## config.mk

```make
export PLATFORM = sky130hd
export DESIGN_NAME = spi_vec_bank_flat
export DESIGN_NICKNAME = d
export VERILOG_FILES = /design/src/rtl/spi_vec_bank_if.sv /design/src/rtl/spi_vec_bank.sv /design/src/flat_wrapper.sv
export SDC_FILE = /design/constraint.sdc
export NUM_CORES = 1
export LEC_CHECK = 0
export ABC_AREA = 1
export CORE_UTILIZATION = 56
export DETAILED_ROUTE_END_ITERATION = 8
export GPL_TIMING_DRIVEN = 0
export PLACE_DENSITY = 0.77
export RECOVER_POWER = 25
export SKIP_CTS_REPAIR_TIMING = 1
export SYNTH_ARGS = -nofsm -noshare
export SYNTH_HDL_FRONTEND = slang
export SYNTH_SLANG_ARGS = --single-unit
export TNS_END_PERCENT = 5
```

## constraint.sdc

```tcl
create_clock -name clk -period 8.5 [get_ports clk]
set_input_delay 1.7 -clock clk [delete_from_list [all_inputs] [get_ports clk]]
set_output_delay 1.7 -clock clk [all_outputs]
set_load 0.05 [all_outputs]
```

## src/rtl/spi_vec_bank_if.sv

```systemverilog
// SPI slave pins for spi_vec_bank: the master drives clock/select/data, the slave drives readback.
interface spi_vec_bank_if;
  logic i_sclk;
  logic i_ss_n;
  logic i_mosi;
  logic o_miso;

  modport master (output i_sclk, output i_ss_n, output i_mosi, input o_miso);
  modport slave  (input i_sclk, input i_ss_n, input i_mosi, output o_miso);
endinterface

```

## src/rtl/spi_vec_bank.sv

```systemverilog
// SPI mode-0 slave writing a shadow bank of NVEC vectors, committed to live registers on load_if_ready.
// Define SPI_READBACK_EN to let RD=1 headers shift live vectors out on o_miso.
module spi_vec_bank #(
  parameter int NVEC = 6,
  parameter int VW   = 15,
  parameter logic [NVEC*VW-1:0] INIT = '0
) (
  input  logic                 clk,
  input  logic                 reset,
  spi_vec_bank_if.slave        spi,
  input  logic [NVEC-1:0]      i_dec,
  input  logic                 load_if_ready,
  output logic [NVEC*VW-1:0]   o_vec,
  output logic                 o_committed,
  output logic                 o_err
);
  typedef enum logic [2:0] {S_IDLE, S_HDR, S_PAY, S_DONE, S_IGN} state_t;

  localparam logic [VW-1:0] ONE      = VW'(1);
  localparam logic [4:0]    LAST_BIT = 5'(VW - 1);

  logic [2:0] sclk_sync_q, sclk_sync_d;
  logic [1:0] ss_sync_q, ss_sync_d;
  logic [1:0] mosi_sync_q, mosi_sync_d;
  logic       sclk_rise, ss_b, mosi_b;

  state_t              state_q;
  logic [4:0]          cnt_q;
  logic [6:0]          hdr_q;
  logic [VW-1:0]       dsh_q;
  logic [3:0]          vidx_q;
  logic [2:0]          rem_q;
  logic                rd_q;
  logic                err_q;
  logic [NVEC-1:0]     wmask_q;
  logic [NVEC*VW-1:0]  stage_q;

  logic [NVEC*VW-1:0]  live_q, live_d;
  logic [NVEC*VW-1:0]  shadow_q, shadow_d;
  logic [NVEC-1:0]     dirty_q, dirty_d;
  logic                committed_q, committed_d;

  logic [7:0]          hdr_byte;
  logic [3:0]          hdr_start;
  logic [2:0]          hdr_nm1;
  logic                hdr_bad;
  logic [VW-1:0]       pay_word;

  always_comb begin
    sclk_sync_d = {sclk_sync_q[1:0], spi.i_sclk};
    ss_sync_d   = {ss_sync_q[0], spi.i_ss_n};
    mosi_sync_d = {mosi_sync_q[0], spi.i_mosi};
  end

  assign sclk_rise = (sclk_sync_q[2:1] == 2'b01);
  assign ss_b      = ss_sync_q[1];
  assign mosi_b    = mosi_sync_q[1];

  assign hdr_byte  = {hdr_q, mosi_b};
  assign hdr_start = hdr_byte[6:3];
  assign hdr_nm1   = hdr_byte[2:0];
  assign pay_word  = {dsh_q[VW-2:0], mosi_b};

  always_comb begin
    hdr_bad = (int'(hdr_start) + int'(hdr_nm1) + 1) > NVEC;
`ifndef SPI_READBACK_EN
    if (hdr_byte[7]) hdr_bad = 1'b1;
`endif
  end

`ifdef SPI_READBACK_EN
  logic          sclk_fall;
  logic          miso_q;
  logic [VW-1:0] rsh_q;
  logic          pend_q;

  assign sclk_fall = (sclk_sync_q[2:1] == 2'b10);
  assign spi.o_miso = miso_q;

  function automatic logic [VW-1:0] pick(input logic [NVEC*VW-1:0] bank, input logic [3:0] idx);
    logic [VW-1:0] r;
    r = '0;
    for (int k = 0; k < NVEC; k++)
      if (idx == 4'(k)) r = bank[k*VW +: VW];
    return r;
  endfunction
`else
  assign spi.o_miso = 1'b0;
`endif

  always_ff @(posedge clk) begin
    if (reset) begin
      sclk_sync_q <= 3'b000;
      ss_sync_q   <= 2'b11;
      mosi_sync_q <= 2'b00;
    end else begin
      sclk_sync_q <= sclk_sync_d;
      ss_sync_q   <= ss_sync_d;
      mosi_sync_q <= mosi_sync_d;
    end
  end

  // Frame FSM: header decode, payload staging, optional readback shifter
  always_ff @(posedge clk) begin
    if (reset) begin
      state_q <= S_IDLE;
      cnt_q   <= '0;
      hdr_q   <= '0;
      dsh_q   <= '0;
      vidx_q  <= '0;
      rem_q   <= '0;
      rd_q    <= 1'b0;
      err_q   <= 1'b0;
      wmask_q <= '0;
`ifdef SPI_READBACK_EN
      miso_q  <= 1'b0;
      rsh_q   <= '0;
      pend_q  <= 1'b0;
`endif
    end else begin
      err_q <= 1'b0;
      case (state_q)
        S_IDLE: begin
          cnt_q <= '0;
          if (!ss_b) state_q <= S_HDR;
        end
        S_DONE: begin
          cnt_q   <= '0;
          wmask_q <= '0;
          state_q <= ss_b ? S_IDLE : S_HDR;
        end
        default: begin
          if (ss_b) begin
            // Deselect abandons whatever was staged; shadow only moves at DONE.
            state_q <= S_HDR;
            cnt_q   <= '0;
            wmask_q <= '0;
`ifdef SPI_READBACK_EN
            pend_q  <= 1'b0;
`endif
          end else if (state_q == S_HDR) begin
            if (sclk_rise) begin
              hdr_q <= hdr_byte[6:0];
              if (cnt_q == 5'd7) begin
                cnt_q <= '0;
                if (hdr_bad) begin
                  err_q   <= 1'b1;
                  state_q <= S_IGN;
                end else begin
                  state_q <= S_PAY;
                  rd_q    <= hdr_byte[7];
                  vidx_q  <= hdr_start;
                  rem_q   <= hdr_nm1;
                  wmask_q <= '0;
`ifdef SPI_READBACK_EN
                  if (hdr_byte[7]) begin
                    miso_q <= pick(live_q, hdr_start) >> (VW - 1) != '0;
                    rsh_q  <= pick(live_q, hdr_start) << 1;
                    pend_q <= 1'b0;
                  end
`endif
                end
              end else begin
                cnt_q <= cnt_q + 5'd1;
              end
            end
          end else if (state_q == S_PAY) begin
            if (sclk_rise) begin
              dsh_q <= pay_word;
`ifdef SPI_READBACK_EN
              pend_q <= 1'b1;
`endif
              if (cnt_q == LAST_BIT) begin
                cnt_q <= '0;
                if (!rd_q) begin
                  for (int k = 0; k < NVEC; k++) begin
                    if (vidx_q == 4'(k)) begin
                      stage_q[k*VW +: VW] <= pay_word;
                      wmask_q[k]          <= 1'b1;
                    end
                  end
                end
                if (rem_q == 3'd0) begin
                  state_q <= S_DONE;
                end else begin
                  vidx_q <= vidx_q + 4'd1;
                  rem_q  <= rem_q - 3'd1;
`ifdef SPI_READBACK_EN
                  rsh_q  <= pick(live_q, vidx_q + 4'd1);
`endif
                end
              end else begin
                cnt_q <= cnt_q + 5'd1;
              end
            end
`ifdef SPI_READBACK_EN
            else if (sclk_fall && pend_q && rd_q) begin
              miso_q <= rsh_q[VW-1];
              rsh_q  <= rsh_q << 1;
              pend_q <= 1'b0;
            end
`endif
          end
        end
      endcase
    end
  end

  // Bank update: commit or decrement on the strobe, then fold in this frame's DONE
  always_comb begin
    live_d      = live_q;
    shadow_d    = shadow_q;
    dirty_d     = dirty_q;
    committed_d = 1'b0;
    if (load_if_ready) begin
      if (i_dec == '0) begin
        for (int k = 0; k < NVEC; k++)
          if (dirty_q[k]) live_d[k*VW +: VW] = shadow_q[k*VW +: VW];
        committed_d = |dirty_q;
      end else begin
        for (int k = 0; k < NVEC; k++)
          if (i_dec[k]) live_d[k*VW +: VW] = live_q[k*VW +: VW] - ONE;
      end
      dirty_d = '0;
    end
    if (state_q == S_DONE) begin
      for (int k = 0; k < NVEC; k++)
        if (wmask_q[k]) shadow_d[k*VW +: VW] = stage_q[k*VW +: VW];
      dirty_d = dirty_d | wmask_q;
    end
  end

  always_ff @(posedge clk) begin
    if (reset) begin
      live_q      <= INIT;
      shadow_q    <= INIT;
      dirty_q     <= '0;
      committed_q <= 1'b0;
    end else begin
      live_q      <= live_d;
      shadow_q    <= shadow_d;
      dirty_q     <= dirty_d;
      committed_q <= committed_d;
    end
  end

  assign o_vec       = live_q;
  assign o_committed = committed_q;
  assign o_err       = err_q;
endmodule

```

## src/flat_wrapper.sv

```systemverilog
// flat-port wrapper written by rule: the top's interface ports become plain ports
module spi_vec_bank_flat 
#(
  parameter int NVEC = 6,
  parameter int VW   = 15,
  parameter logic [NVEC*VW-1:0] INIT = '0
)
  (clk, reset, i_dec, load_if_ready, o_vec, o_committed, o_err, spi_i_sclk, spi_i_ss_n, spi_i_mosi, spi_o_miso);
  spi_vec_bank_if spi_i ();
  input  logic clk;
  input  logic reset;
  input  logic [NVEC-1:0] i_dec;
  input  logic load_if_ready;
  output logic [NVEC*VW-1:0] o_vec;
  output logic o_committed;
  output logic o_err;
  input wire logic [$bits(spi_i.i_sclk)-1:0] spi_i_sclk;
  input wire logic [$bits(spi_i.i_ss_n)-1:0] spi_i_ss_n;
  input wire logic [$bits(spi_i.i_mosi)-1:0] spi_i_mosi;
  output wire logic [$bits(spi_i.o_miso)-1:0] spi_o_miso;
  assign spi_i.i_sclk = spi_i_sclk;
  assign spi_i.i_ss_n = spi_i_ss_n;
  assign spi_i.i_mosi = spi_i_mosi;
  assign spi_o_miso = spi_i.o_miso;
  spi_vec_bank #(.NVEC(NVEC), .VW(VW), .INIT(INIT)) u_core (.clk(clk), .reset(reset), .spi(spi_i), .i_dec(i_dec), .load_if_ready(load_if_ready), .o_vec(o_vec), .o_committed(o_committed), .o_err(o_err));
endmodule
```

==> results.json <==
{
  "p_leak_nw": 6.46,
  "most-common-layout-cells": "289 x nand2_1, 238 x dfxtp_1, 237 x a21oi_1",
  "dieArea_sq_um": 26100,
  "use_met1": 0.410,
  "endpoint_kind": "flop",
  "grt_max_degree": 16,
  "critPathTopFamily": "buffers and inverters",
  "maxCapViolations": 0,
  "cts.path.max_buffers": 3,
  "fin_worst_skew_ns": 0.0183,
  "dr.pass1.iters": 6,
  "synthSimpleGateAreaFrac": 0.181,
  "drc": 0,
  "design_area_sq_um": 17000,
  "io-pin-count": 105,
  "p_per_area_nw_per_um2": 240,
  "drive_above_1_share": 0.0687,
  "fin_nets": 1913,
  "p_total_mw": 4.08,
  "yosys_warnings": 0,
  "worst_setup_path_start_kind": "input pin",
  "wl_per_cell_um": 17.7,
  "synth-compound-area-share": 0.178,
  "place_ws_ns": 4.24,
  "synthFlopType": "dfxtp_1",
  "critPathBufInv": 4,
  "gp_congestion": 0.889,
  "tritoncts": "yes",
  "period_share": 0.452,
  "yosysSeqAreaShare": 0.523,
  "synth_cell_type_count": 48,
  "synth-edff-count": 90,
  "grt_pass1_vias": 11900,
  "drt_first_iter_violations": 1703,
  "peakVddDrop_mv": 0.198,
  "syn_inst": 1736,
  "clock_latency_ns": 0.52,
  "rows": 58,
  "fin_crit_ns": 3.85,
  "hp-class": "flop to flop",
  "place_hpwl_um": 27200,
  "fin_ws_ns": 4.65,
  "grt_setup_unrepaired": "false",
  "tightest_slew_ns": 1.14,
  "setup_viol_count_final": 0,
  "gr-total-overflow": 0,
  "finalHoldViolCount": 0,
  "antenna_found_initial": 0,
  "whs_path_depth": 2,
  "synthMuxAreaShare": 0,
  "crit_arrival_ns": 4.06,
  "top_usage_layer": "met2",
  "io_buffers": 103,
  "die_w_um": 162,
  "cts_sinks": 328,
  "worstPathCellList": "dlygate4sd3_1 -> nor2_1 -> clkinv_1 -> or2_1 -> buf_2 -> nor4_2 -> buf_4",
  "synth.largest_area_cell": "dfxtp_1",
  "path_depth": 7,
  "dpl-instance-area_sq_um": 15800,
  "vias_per_cell": 5.71,
  "grt_use_met3": 0.0360,
  "tns_ns": 0,
  "slowest_delay_ns": 0.70,
  "htreeDepth": 2,
  "die_y_um": 162,
  "synth.area.top_cells": "dfxtp_1 33%, edfxtp_1 19%, a21oi_1 8.3%, nand2_1 7.6%, o21ai_0 6.3%",
  "async_flop_share": 0,
  "routed_wirelength_um": 39700,
  "drtAntennaViolNets": 0,
  "num_vias": 12800,
  "core_area_sq_um": 25100,
  "synth_top_area_frac": 0.334,
  "worst_hold_slack_ns": 0.402,
  "ys_ff_latch": 328,
  "root_buffer": "clkbuf_16",
  "synthAdderAreaFrac": 0.0180,
  "cts_buffers": 35,
  "crit_required_ns": 8.72,
  "synth-xor-area-share": 0.0313,
  "area_growth_pct": 19.2,
  "slew_viol_final": 0,
  "final_common_cell": "nand2_1",
  "syn_area_per_cell_sq_um": 8.23,
  "grt_pass1_wl_um": 62300,
  "netlist_area_sq_um": 14300,
  "relSlewSlack": 0.236,
  "synth_fp_nets": 1768,
  "grt_use_met2": 0.500,
  "crit_path_max_fanout": 9,
  "path_clk_slew_ns": 0.06,
  "slowest_stage": "nor4_2",
  "track_usage": 0.302,
  "start_util": 0.569,
  "num_antenna_cells": 0,
  "synth_top_family_by_area": "simple AND/OR/NAND/NOR gates",
  "status": "complete, no violations",
  "fmax_ghz": 0.260,
  "critPathKind": "input pin to flop",
  "r2r_cells": 14
}
[area by class of cell]
class | instances | area [sq um]
Sequential cell | 328 | 7470
Timing Repair Buffer | 108 | 1080
Fill cell | 2004 | 8080
Clock inverter | 14 | 201
Buffer | 88 | 367
Multi-Input combinational cell | 1157 | 5840
Inverter | 163 | 619
Clock buffer | 49 | 1040
Tap cell | 330 | 413
[routing by layer]
layer  vias to the layer above  share of wire
met1                      5969           0.41
met2                       600           0.47
met3                       106          0.087
met5                         -              0
li1                       6099              -
met4                         0          0.033
[through the flow]
| stage | utilization | cells |
|---|---|---|
| 6_report | 0.678 | 2237 |
| 4_1_cts | 0.679 | 2237 |
| 3_5_place_dp | 0.629 | 2174 |
| 2_1_floorplan | - | 1736 |
| 5_1_grt | 0.678 | 2237 |
| 3_3_place_gp | 0.626 | 2169 |
[where the power goes]
group	internal (mW)	leakage, nW	switching, mW
sequential	1.66	2.83	0.0640
combinational	0.239	3.03	0.477
clock	1.01	0.597	0.624
[worst min-delay path: stages (launching register included)]
cell     delay (ns)
dfxtp_1        0.29
inv_1          0.04
nor2_1         0.03
[cell usage after synthesis, drive strengths merged (3+ instances only)]
library cell,n
buf,32
clkbuf,56
a21oi,238
nor3b,3
xor2,32
o21ai,195
a211oi,4
nor2,176
ha,19
dfxtp,238
inv,161
a31oi,23
o211ai,10
nand3,85
or2,7
xnor2,19
nor4,7
edfxtp,90
nand2,295
nand4,9
nor3,22
a21boi,6
[final timing paths]
kind                      endpoint  slack [ns]                  start
max             u_core.stage_q[51]        4.65                  reset
min          u_core.mosi_sync_q[1]        0.40  u_core.mosi_sync_q[0]
max reg2reg       u_core.vidx_q[2]        5.42  u_core.mosi_sync_q[1]
min reg2reg  u_core.mosi_sync_q[1]        0.40  u_core.mosi_sync_q[0]
[flip-flops by register name (all words and copies together) (netlist names), 3 cells and up]
register	cells
u_core.wmask_q	6
u_core.hdr_q	7
u_core.o_vec	90
u_core.state_q	3
u_core.stage_q	90
u_core.vidx_q	4
u_core.cnt_q	5
u_core.rem_q	3
u_core.dirty_q	6
u_core.shadow_q	90
u_core.sclk_sync_q	3
u_core.dsh_q	14
[logic make-up (layout without fill, tap and decap cells)]
family | count (synthesis) | count (layout)
AND/OR/NAND/NOR | 605 | 605
XOR/XNOR | 51 | 51
AO/OA/AOI/OAI | 480 | 480
other | 1 | 1
adder cells (fa/ha/maj) | 20 | 20
flip-flops | 328 | 328
buffers and inverters | 251 | 422
Note: power is estimated with default switching activity, not from simulation.
==> RTL edit 1, RTL diff (config.mk and constraints unchanged) <==
Add a define of `SPI_READBACK_EN`.
--- a/src/rtl/spi_vec_bank.sv
+++ b/src/rtl/spi_vec_bank.sv
@@ -1,4 +1,6 @@
 // SPI mode-0 slave writing a shadow bank of NVEC vectors, committed to live registers on load_if_ready.
 // Define SPI_READBACK_EN to let RD=1 headers shift live vectors out on o_miso.
+`define SPI_READBACK_EN
+
 module spi_vec_bank #(
   parameter int NVEC = 6,
Check against the original RTL: not settled (the Yosys comparison gave no result); the edit may change what the design does.
==> RTL edit 1 against the unedited design <==
  * Core utilization is 1.2 points lower
  * Non-clock buffer count increased by 27
  * Worst setup slack got worse by 320 ps
  * Area after synthesis is 16% higher
  * Cell count rose by 23%
  * Sequential cell count rose by 17
  * Power shrank 2.0%
  * Sequential share of layout area decreased by 3.4 points
  * Routed wire length increased by 60%
  * Final area increased by 13%
  * Critical path type unchanged
  * Largest cell class unchanged
  * Largest power group unchanged
==> RTL edit 1: results (changes against the unedited design) <==
- Worst R2R End: u_core.vidx_q[0]
- Number of global-route vias before repair: 15000 (+27%)
- WHS Endpoint: u_core.sclk_sync_q[1]
- VDD IR max: 0.000230 V (+16%)
- Min-delay src: u_core.sclk_sync_q[0]
- Fraction of layout cells with a size suffix above 1: 5.37% (-1.5 points)
- Vias/cell: 6.10 (+6.8%)
- WL met2: 26700 um (+44%)
- GR Layer Usage met2: 61.2% (+11 points)
- Rel. slew slack: 14.0% (-9.6 points)
- Met3 WL post-DR: 8290 um (+140%)
- Top area cells in the synthesized netlist: dfxtp_1 (31%), edfxtp_1 (16%), nand2_1 (10%), a21oi_1 (9.0%), o21ai_0 (6.3%)
- Crit path to: u_core.stage_q[25]
- Met1 Usage GRT: 56.7% (+16 points)
- Global Route Usage Sum: 41.2% (+11 points)
- Area share of fa/ha/maj cells after synthesis: 1.86% (+0.054 points)
- Unique masters post-synth: 49 (+2.1%)
- Port Buffer Count: 104 (+0.97%)
- R2R Setup Slk: 5410 ps (about the same)
- Crit path max fanout: 15 (+6)
- Post-synth top cells: nand2_1 (452), a21oi_1 (298), dfxtp_1 (255)
- Global-route wire length before repair: 92400 um (+49%)
- Met1 wire length: 25300 um (+55%)
- Post-synthesis sequential area ratio: 47.1% (-5.1 points)
- Period minus WS final: 4170 ps (+324 ps)
- Final wirelength: 63400 um (+60%)
- GP Congestion: 1.08 (+21%)
- CP max stage cell: nor2_1
- Syn_nets: 2227 (+26%)
- Fill count: 2498 (+25%)
- DP HPWL: 48000 um (+76%)
- LEAKAGE: 7.44 nW (+15%)
- CP max stage delay: 1080 ps (+380 ps)
- Pre-CTS WS: 3950 ps (-282 ps)
- Worst skew pair latency: 540 ps (+20 ps)
- Initial DRC count: 2541 (+49%)
- Status: finished, final reports clean
- Compound-Gate Fraction of Synth Area: 19.8% (+2.0 points)
- Fin nets: 2371 (+24%)
- Clock Skew: 21.4 ps (+3.13 ps)
-- RTL edit 1: changes by cell type in the layout (fill, tap and decap cells not counted), moves of 12 or more --
cell,before,now
nand2_1,289,452
inv_1,147,220
a21oi_1,237,298
nand3_1,82,139
o21ai_0,179,208
clkbuf_1,62,84
nand4_1,9,31
o22ai_1,0,18
dfxtp_1,238,255
xnor2_1,19,3
o21ai_1,16,4
-- RTL edit 1: kinds of logic after synthesis --
| family | after synthesis |
|---|---|
| AO/OA/AOI/OAI | 606 |
| adder cells (fa/ha/maj) | 24 |
| XOR/XNOR | 30 |
| buffers and inverters | 352 |
| flip-flops | 345 |
| AND/OR/NAND/NOR | 834 |
-- RTL edit 1: power breakdown --
part	switching (W)	internal, W
logic	0.000426	0.000183
registers	0.0000673	0.00172
clock network	0.000689	0.000915
total	0.00118	0.00281
-- RTL edit 1: cell type report --
| class | count | share of cell area (%) |
|---|---|---|
| flip-flops and latches | 345 | 40.5 |
| multi-input cells | 1494 | 38.2 |
| clock buffers | 54 | 5.55 |
| repair buffers | 104 | 5.40 |
| inverters | 233 | 4.55 |
| plain buffers | 119 | 2.62 |
| well taps | 384 | 2.49 |
| clock inverters | 14 | 0.662 |
-- RTL edit 1: critical path, delay by kind of cell --
| kind | cells | cell delay (ps) |
|---|---|---|
| buffers and inverters | 2 | 910 |
| AND/OR/NAND/NOR | 3 | 1680 |
-- RTL edit 1: through the flow --
stage	instances	power [W]	instance area, um^2	hold slack (ps)
finish	2747	0.00400	19300	405
global route	2747	0.00411	19300	424
CTS	2747	0.00397	19300	408
detailed placement	2679	0.00240	18100	400
global placement	2679	0.00240	18100	397
floorplan	2191	0.00220	16600	388
==> RTL edit 2, RTL diff (same settings) <==
Made on the original files. Register the output `o_err` once more; this adds one clock of latency there. The other outputs are not delayed to match.
--- a/src/rtl/spi_vec_bank.sv
+++ b/src/rtl/spi_vec_bank.sv
@@ -247,5 +247,7 @@
   assign o_vec       = live_q;
   assign o_committed = committed_q;
-  assign o_err       = err_q;
+  always_ff @(posedge clk) begin
+    o_err <= err_q;
+  end
 endmodule
 
Check against the original RTL: not settled (the Yosys comparison gave no result); the edit may change what the design does.
==> RTL edit 2 against the unedited design <==
  * Sequential power is 2% lower
  * Fmax up 7.1%
  * Power fell by 7.6%
  * Area after synthesis increased by 0.99%
  * Final area rose by 0.42%
  * Largest power group unchanged
  * Worst setup slack improved by 260 ps
  * Global-route usage rose by 0.84 points
  * Routed wire length up 3.4%
  * Worst hold slack lost 69 ps
  * Sequential cell count grew 1
  * Non-clock buffer count up 1
==> RTL edit 2: results (changes against the unedited design) <==
- Status: finished, final reports clean
- VDD IR max: 0.000158 V (-21%)
- DP HPWL: 28300 um (+4.2%)
- Syn_nets: 1783 (+0.85%)
- Vias/cell: 5.74 (+0.61%)
- Fill count: 2036 (+1.6%)
- Port Buffer Count: 102 (-0.97%)
- Largest net degree at the start of global routing: 15 (-1)
- Fin nets: 1929 (+0.84%)
- Slew @ Worst Pin: 922 ps (-219 ps)
- Layout area overhead: 18.5%
- CP max stage cell: clkdlybuf4s50_1
- Min-delay src: u_core.err_q
- Avg Inst Size Synth: 8.24 um^2 (+0.12%)
- Clock Skew: 25.2 ps (+6.84 ps)
- TritonRoute pass-1 iters: 8 (+2)
- GP Congestion: 0.924 (+3.9%)
- Initial DRC count: 1562 (-8.3%)
- Crit path max fanout: 6 (-3)
- Setup crit start: u_core.o_vec[19]
- Arr. time, crit path: 1890 ps (-2170 ps)
- Num CTS Buffers: 36 (+2.9%)
- Worst Hold Class: flip-flop to flip-flop
- Max Root-Sink Buffers: 3 (unchanged)
- Global Route Usage Sum: 31.1% (+0.84 points)
- Global-route wire length before repair: 63500 um (+2.0%)
- DP Cell Count: 2189 (+0.69%)
- Origin of the critical flop-to-flop path: u_core.mosi_sync_q[1]
- CP max stage delay: 870 ps (+170 ps)
- Top area cells in the synthesized netlist: dfxtp_1 (33%), edfxtp_1 (19%), nand2_1 (8.5%), a21oi_1 (7.9%), o21ai_0 (5.0%)
- Fraction of layout cells with a size suffix above 1: 7.59% (+0.72 points)
- Dpl cell area: 0.0159 mm^2 (+0.93%)
- Post-synthesis sequential area ratio: 51.9% (-0.37 points)
- Routed len/inst: 18.2 um (+2.6%)
- Post-synth top cells: nand2_1 (325), dfxtp_1 (239), a21oi_1 (229)
- Number of global-route vias before repair: 11800 (-1.1%)
- Pre-CTS WS: 4660 ps (+424 ps)
- LEAKAGE: 6.53 nW (+1.2%)
- Post-Layout Cell Count: 2254 (+0.76%)
[RTL edit 2: report_power, final]
group / internal [W] / leakage, nW / switching, W / total [W]
clock: 0.000882 / 0.563 / 0.000630 / 0.00151
combinational: 0.000198 / 3.20 / 0.000368 / 0.000566
sequential: 0.00164 / 2.77 / 0.0000494 / 0.00169
total: 0.00272 / 6.53 / 0.00105 / 0.00377
[RTL edit 2: cells by family after synthesis]
logic type               count (synthesis)  synth area share, %
AND/OR/NAND/NOR                        658                 19.7
AO/OA/AOI/OAI                          454                 16.8
flip-flops                             329                 51.9
buffers and inverters                  237                 6.65
XOR/XNOR                                52                 3.16
adder cells (fa/ha/maj)                 20                 1.79
other                                    1               0.0260
[RTL edit 2: worst register-to-register path: stages, from the launching register on]
cell and delay [ps]:
dfxtp_1 670, ha_1 320, fa_1 470, ha_1 310, inv_1 50, nor2_1 30, nand2_1 60, nor2_1 40
nor2_1 110, nand3_2 140, nand2_1 230, nand4_1 110, nand2_1 210, nor2_1 70
[RTL edit 2: area by class of cell]
class,instances,area (um^2),share of cell area [%]
Buffer,89,404,2.36
Clock inverter,16,116,0.681
Clock buffer,48,1030,6.02
Sequential cell,329,7490,43.8
Tap cell,330,413,2.42
Timing Repair Buffer,108,1080,6.35
Inverter,148,556,3.25
Multi-Input combinational cell,1185,6000,35.1
Antenna cell,1,2.50,0.0146
[RTL edit 2: path summary, 6_finish.rpt]
path | to | slack [ps] | cells past startpoint
worst max-delay path | o_vec[19] | 4910 | 1
worst min-delay path | u_core.o_err | 330 | 0
worst max register to register | u_core.wmask_q[4] | 5540 | 13
worst min register to register | u_core.o_err | 330 | 0
[RTL edit 2: layer usage]
metal / share of wire, % / track usage, %
met5: 0 / 0
met4: 2.7 / 11.1
met3: 9.1 / 4.02
met2: 46 / 49.7
met1: 42 / 43.2
